===== config.mk =====
export PLATFORM = sky130hd
export DESIGN_NAME = cart_mem_fetch
export DESIGN_NICKNAME = d
export VERILOG_FILES = /design/src/rtl/cart_pkg.sv /design/src/rtl/cart_hit_buf.sv /design/src/rtl/cart_mem_fetch.sv
export SDC_FILE = /design/constraint.sdc
export NUM_CORES = 1
export LEC_CHECK = 0
export ABC_CLOCK_PERIOD_IN_PS = 5100
export BUFFER_PORTS_ARGS = -buffer_cell sky130_fd_sc_hd__buf_4
export CORE_ASPECT_RATIO = 1.25
export CORE_MARGIN = 5
export CORE_UTILIZATION = 35
export DETAILED_ROUTE_END_ITERATION = 10
export GPL_ROUTABILITY_DRIVEN = 0
export SLEW_MARGIN = 10
export SYNTH_ARGS = -nofsm -noshare
export SYNTH_HDL_FRONTEND = slang
export SYNTH_SLANG_ARGS = --single-unit
export TNS_END_PERCENT = 5

===== constraint.sdc =====
create_clock -name clk -period 5.1 [get_ports clk]
set_input_delay 0 -clock clk [delete_from_list [all_inputs] [get_ports clk]]
set_output_delay 0 -clock clk [all_outputs]
set_load 0.005 [all_outputs]

===== src/rtl/cart_pkg.sv =====
// Shared types and constants for the cartridge memory fetch path.
package cart_pkg;

  typedef enum logic [1:0] {
    StIdle = 2'd0,
    StReq  = 2'd1,
    StHold = 2'd2
  } state_e;

  localparam logic [7:0] FfByte = 8'hFF;

  // Byte lane select within a 16-bit SDRAM word: hi=0 -> [7:0], hi=1 -> [15:8].
  function automatic logic [7:0] sel_byte(input logic [15:0] word, input logic hi);
    return hi ? word[15:8] : word[7:0];
  endfunction

endpackage


===== src/rtl/cart_hit_buf.sv =====
// Single-entry word buffer holding the last SDRAM fetch, with exact address compare.
module cart_hit_buf (
  input  logic        clk,
  input  logic        reset_n,
  input  logic        fill,
  input  logic        invalidate,
  input  logic [23:0] fill_addr,
  input  logic [15:0] fill_data,
  input  logic [23:0] lookup_addr,
  output logic        hit,
  output logic [15:0] data
);

  logic        valid_q;
  logic [23:0] addr_q;
  logic [15:0] data_q;

  // Invalidate has priority so a fill landing in the same cycle is discarded.
  always_ff @(posedge clk or negedge reset_n) begin
    if (!reset_n) begin
      valid_q <= 1'b0;
      addr_q  <= '0;
      data_q  <= '0;
    end else if (invalidate) begin
      valid_q <= 1'b0;
    end else if (fill) begin
      valid_q <= 1'b1;
      addr_q  <= fill_addr;
      data_q  <= fill_data;
    end
  end

  assign hit  = valid_q && (addr_q == lookup_addr);
  assign data = data_q;

endmodule


===== src/rtl/cart_mem_fetch.sv =====
// Services mapped cartridge reads from a one-word hit buffer or an SDRAM word fetch,
// stretching the Z80 cycle with wait_n while the fetch is outstanding.
module cart_mem_fetch
  import cart_pkg::*;
#(
  parameter int unsigned TIMEOUT = 64,
  parameter int unsigned CNT_W   = 7
) (
  input  logic        clk,
  input  logic        reset_n,
  input  logic        cs,
  input  logic        rd,
  input  logic [24:0] mem_addr,
  input  logic        invalidate,
  output logic [7:0]  d_to_cpu,
  output logic        wait_n,
  output logic        sdram_req,
  output logic [23:0] sdram_addr,
  input  logic        sdram_ack,
  input  logic [15:0] sdram_dout,
  output logic        timeout_err
);

  localparam logic [CNT_W-1:0] CntLast = CNT_W'(TIMEOUT - 1);
  localparam logic [CNT_W-1:0] CntMax  = '1;

  state_e           state_q, state_d;
  logic             acc, acc_q, start;
  logic [24:0]      addr_q, addr_d;
  logic [CNT_W-1:0] cnt_q, cnt_d;
  logic [7:0]       d_to_cpu_d;
  logic             wait_n_d, sdram_req_d, timeout_err_d;
  logic [23:0]      sdram_addr_d;
  logic             buf_hit, buf_fill;
  logic [15:0]      buf_data;

  assign acc      = cs && rd;
  assign start    = acc && !acc_q;
  assign buf_fill = (state_q == StReq) && sdram_ack;

  cart_hit_buf u_hit_buf (
    .clk         (clk),
    .reset_n     (reset_n),
    .fill        (buf_fill),
    .invalidate  (invalidate),
    .fill_addr   (addr_q[24:1]),
    .fill_data   (sdram_dout),
    .lookup_addr (mem_addr[24:1]),
    .hit         (buf_hit),
    .data        (buf_data)
  );

  always_comb begin
    state_d       = state_q;
    addr_d        = addr_q;
    cnt_d         = cnt_q;
    d_to_cpu_d    = d_to_cpu;
    wait_n_d      = wait_n;
    sdram_req_d   = sdram_req;
    sdram_addr_d  = sdram_addr;
    timeout_err_d = timeout_err;
    unique case (state_q)
      StIdle: begin
        if (start) begin
          if (buf_hit) begin
            d_to_cpu_d = sel_byte(buf_data, mem_addr[0]);
          end else begin
            addr_d       = mem_addr;
            wait_n_d     = 1'b0;
            sdram_req_d  = 1'b1;
            sdram_addr_d = mem_addr[24:1];
            cnt_d        = '0;
            state_d      = StReq;
          end
        end
      end
      StReq: begin
        if (cnt_q != CntMax) cnt_d = cnt_q + 1'b1;
        // Ack wins over a coincident timeout.
        if (sdram_ack) begin
          d_to_cpu_d  = sel_byte(sdram_dout, addr_q[0]);
          sdram_req_d = 1'b0;
          wait_n_d    = 1'b1;
          state_d     = StHold;
        end else if (cnt_q == CntLast) begin
          d_to_cpu_d    = FfByte;
          sdram_req_d   = 1'b0;
          timeout_err_d = 1'b1;
          wait_n_d      = 1'b1;
          state_d       = StHold;
        end
      end
      StHold: begin
        if (!acc) state_d = StIdle;
      end
      default: state_d = StIdle;
    endcase
  end

  always_ff @(posedge clk or negedge reset_n) begin
    if (!reset_n) begin
      state_q     <= StIdle;
      acc_q       <= 1'b0;
      addr_q      <= '0;
      cnt_q       <= '0;
      d_to_cpu    <= FfByte;
      wait_n      <= 1'b1;
      sdram_req   <= 1'b0;
      sdram_addr  <= '0;
      timeout_err <= 1'b0;
    end else begin
      state_q     <= state_d;
      acc_q       <= acc;
      addr_q      <= addr_d;
      cnt_q       <= cnt_d;
      d_to_cpu    <= d_to_cpu_d;
      wait_n      <= wait_n_d;
      sdram_req   <= sdram_req_d;
      sdram_addr  <= sdram_addr_d;
      timeout_err <= timeout_err_d;
    end
  end

endmodule


==> summary.md <==
| Metric | Value |
|---|---|
| Die H | 134 um |
| Final core utilization | 46.7% |
| Run status | finished, final reports clean |
| Synth top area share | 45.7% |
| Die width | approximately 110 um |
| IO Port Bufs | a little over 80 |
| Most frequent cells in the layout | 83 x buf_4, 78 x dfrtp_1, 63 x mux2_2 |
| Sink Count | 87 |
| Yosys warning total | 0 |
| Cell row count | 45 |
| Vias/cell | ~4.9 |
| Final setup TNS | 0 ns |
| Mapped Nets | 390 |
| Compound-gate portion of the synthesized area | 8.76% |
| Share of cells above drive strength 1 | about 39% |
| Final Cell Area | 5630 sq um |
| Synth top area cells | dfrtp_1 46%, mux2_2 17%, dfstp_2 5.5% |
| Worst vdd ir | about 250 uV |
| GR Overflow Total | 0 |
| Peak per-stage delay on the critical path | 0.83 ns |
| Unique masters post-synth | 42 |
| Post-Synth Simple-Gate Area | 6.71% |
| Synthesized area | approximately 4300 sq um |
| Top Ports | 82 |
| Largest net degree at the start of global routing | 59 |
| Final setup viols | 0 |
| CORE AREA | ~12000 sq um |
| Hold Buf Count CTS | 45 |
| Dpl ws | 2.12 ns |
| Clock H-tree levels | 3 |
| Avg Cell Area, Syn | 12.5 sq um |
| Critical path launch point type | register |
| Slew HR | a little under a third |
| DP Area | between 4000 and 5000 sq um |
| Setup ws final | 2.15 ns |
| Clock Skews | between 0.005 and 0.006 ns |
| WL per Instance | 16.3 um |
| Clk pin slew, worst setup/hold paths | approximately 0.060 ns |
| Crit Path Class | register to register |
| Top achievable clock speed | between 300 and 400 MHz |
| CTS Buffer Depth | 2 |
| WP data required | 5.32 ns |
| Flop and latch count out of synthesis | 87 |
| Fraction of the mapped netlist area in adder cells | 0.293% |
| CTS resizes | 0 |
| Die area | 14500 sq um |
| Crit. End Element | register |
| # DRC | 0 |
| Vias in the first global route | between 3k and 4k |
| Leading area contributor after synthesis | dfrtp_1 |
| Post-Synth XOR/XNOR Area | under 10% |
| Dpl hpwl | 7050 um |
| CP max stage cell | o21ai_4 |
| CTS Buf Count | 9 |
| Largest family of logic cells by synthesized area | multiplexers |
| Initial antenna violation count | 0 |
| ANT nets after route | 0 |
| Min-delay worst type | input pin to register |
| Register area share after synthesis | 51.2% |
| Final net count | just under 500 |
| P_leak | 2.41 nW |
| Commonest non-fill, non-tap cell in the layout | buf_4 |
| Count of final hold-check violations | 0 |
| Initial DRC count | 101 |
| TritonCTS clock tree | yes |
| Clock latency on the worst-skew pair | 0.34 ns |
| # diodes | 0 |
| Post-CTS Setup Bufs | 0 |
| Least-Margin Pin Slew | 1.04 ns |
| Overall routed net length | between 9000 and 10000 um |
| TritonRoute pass-1 iters | 4 |
| Period Utilization, post-route | 57.8% |
| Via count | 3002 |
| Pwr dens | 472 nW/um^2 |
| Overall Global Routing Usage | about 15% |
| Cells along the critical path | xnor2_1, nand4_1, or4_1, o21ai_4, mux2_2 |
| Unrepaired setup endpoints after global routing | false |
| Crit-path max FO | 28 |
| Area growth, synth to finish | 31.7% |
| Min cycle time layout | about 2.9 ns |
| Flop2flop setup slack | 2.15 ns |
| CTS root buffer | clkbuf_16 |
| Slew Viols, Final | 0 |
| Initial Util | 35.5% |
| Arrival time worst endpoint | 3.17 ns |
| Post-Syn Instances | 342 |
| Mux cell area share after synthesis | approximately a fifth |
| Global-route wire length before repair | 16300 um |
| Max Cap Viol | 0 |
## state kept, by name (all words and copies together), names as in the netlist
signal,count
acc_q,1
state_q,2
u_hit_buf.data,16
cnt_q,7
u_hit_buf.addr_q,24
timeout_err,1
u_hit_buf.valid_q,1
sdram_addr,24
d_to_cpu,8
wait_n,1
addr_q,1
sdram_req,1
## cell type report
| class | instances | area, sq um |
|---|---|---|
| clock buffer | 10 | 229 |
| clock inverter | 6 | 118 |
| fill | 1139 | 6420 |
| inverter | 5 | 18.8 |
| multi-input combinational | 210 | 1800 |
| sequential | 87 | 2190 |
| tap | 164 | 205 |
| timing repair buffer | 128 | 1070 |
## critical path: cells and delay by family, from the launching register on
kind / cells / cell delay [ns]
and+or+nand+nor: 2 / 0.89
AOI/OAI and AO/OA: 1 / 0.83
muxes: 1 / 0.41
DFF: 1 / 0.39
xor gates and xnor gates: 1 / 0.28
## cells in the mapped netlist
master	instances
clkbuf_1	9
a31oi_1	2
nand2_1	14
nand3b_1	2
o2bb2ai_1	2
o21ai_0	4
a21o_1	2
nor2_1	5
a31o_2	1
o211ai_1	17
o21a_1	1
nand2b_1	1
o221ai_1	1
o31ai_1	1
inv_1	4
mux2_1	2
mux2_2	63
and4_1	1
a32o_1	1
a21oi_1	6
and3_1	1
nor3_1	4
buf_4	24
nor4_1	1
dfrtp_1	78
dfstp_2	9
nor3b_1	2
buf_6	1
xnor2_1	24
buf_8	2
nand3_1	6
nand4_1	12
a221o_1	8
o21ai_4	1
o31ai_2	1
ha_1	1
or3_1	2
or4_1	1
inv_2	1
buf_1	4
mux2i_1	18
and2_1	2
## worst paths after layout
kind / from / endpoint / cells past startpoint
worst min register to register: u_hit_buf.data[5]$_DFFE_PN0P_ / u_hit_buf.data[5]$_DFFE_PN0P_ / 1
worst max register to register: u_hit_buf.addr_q[22]$_DFFE_PN0P_ / sdram_addr[9]$_DFFE_PN0P_ / 5
worst min-delay path: mem_addr[0] / addr_q[0]$_DFFE_PN0P_ / 2
max in group asynchronous: reset_n / u_hit_buf.addr_q[1]$_DFFE_PN0P_ / 3
min in group asynchronous: reset_n / u_hit_buf.addr_q[20]$_DFFE_PN0P_ / 2
worst max-delay path: u_hit_buf.addr_q[22]$_DFFE_PN0P_ / sdram_addr[9]$_DFFE_PN0P_ / 5
## routing by layer
layer	GRT usage, %	up-vias	part of all wire, %
met5	0	-	0
met4	5.89	0	2.1
met3	3.20	18	4.4
met2	25.6	71	53
met1	17.0	1493	40
li1	-	1420	-
## cells by family after synthesis
group                    after synthesis
AO/OA/AOI/OAI                         48
AND/OR/NAND/NOR                       54
flip-flops                            87
XOR/XNOR                              24
buffers and inverters                 45
adder cells (fa/ha/maj)                1
multiplexers                          83
## stage by stage
step / cells / hold slack, ns / total power [mW]
5_1_grt: 610 / 0.0821 / 2.82
4_1_cts: 610 / 0.0530 / 2.70
3_5_place_dp: 549 / -0.0481 / 1.90
3_3_place_gp: 549 / -0.0573 / 1.87
6_report: 610 / 0.0561 / 2.66
2_1_floorplan: 342 / -0.296 / 1.66
## where the power goes
group          leakage, nW  internal (mW)  total, mW  switching, mW
clock                0.165          0.483      0.759          0.276
combinational         1.20          0.455      0.758          0.304
sequential            1.05          0.951       1.14          0.191
total                 2.41           1.89       2.66          0.770
Power figures use the tool's default switching activity.
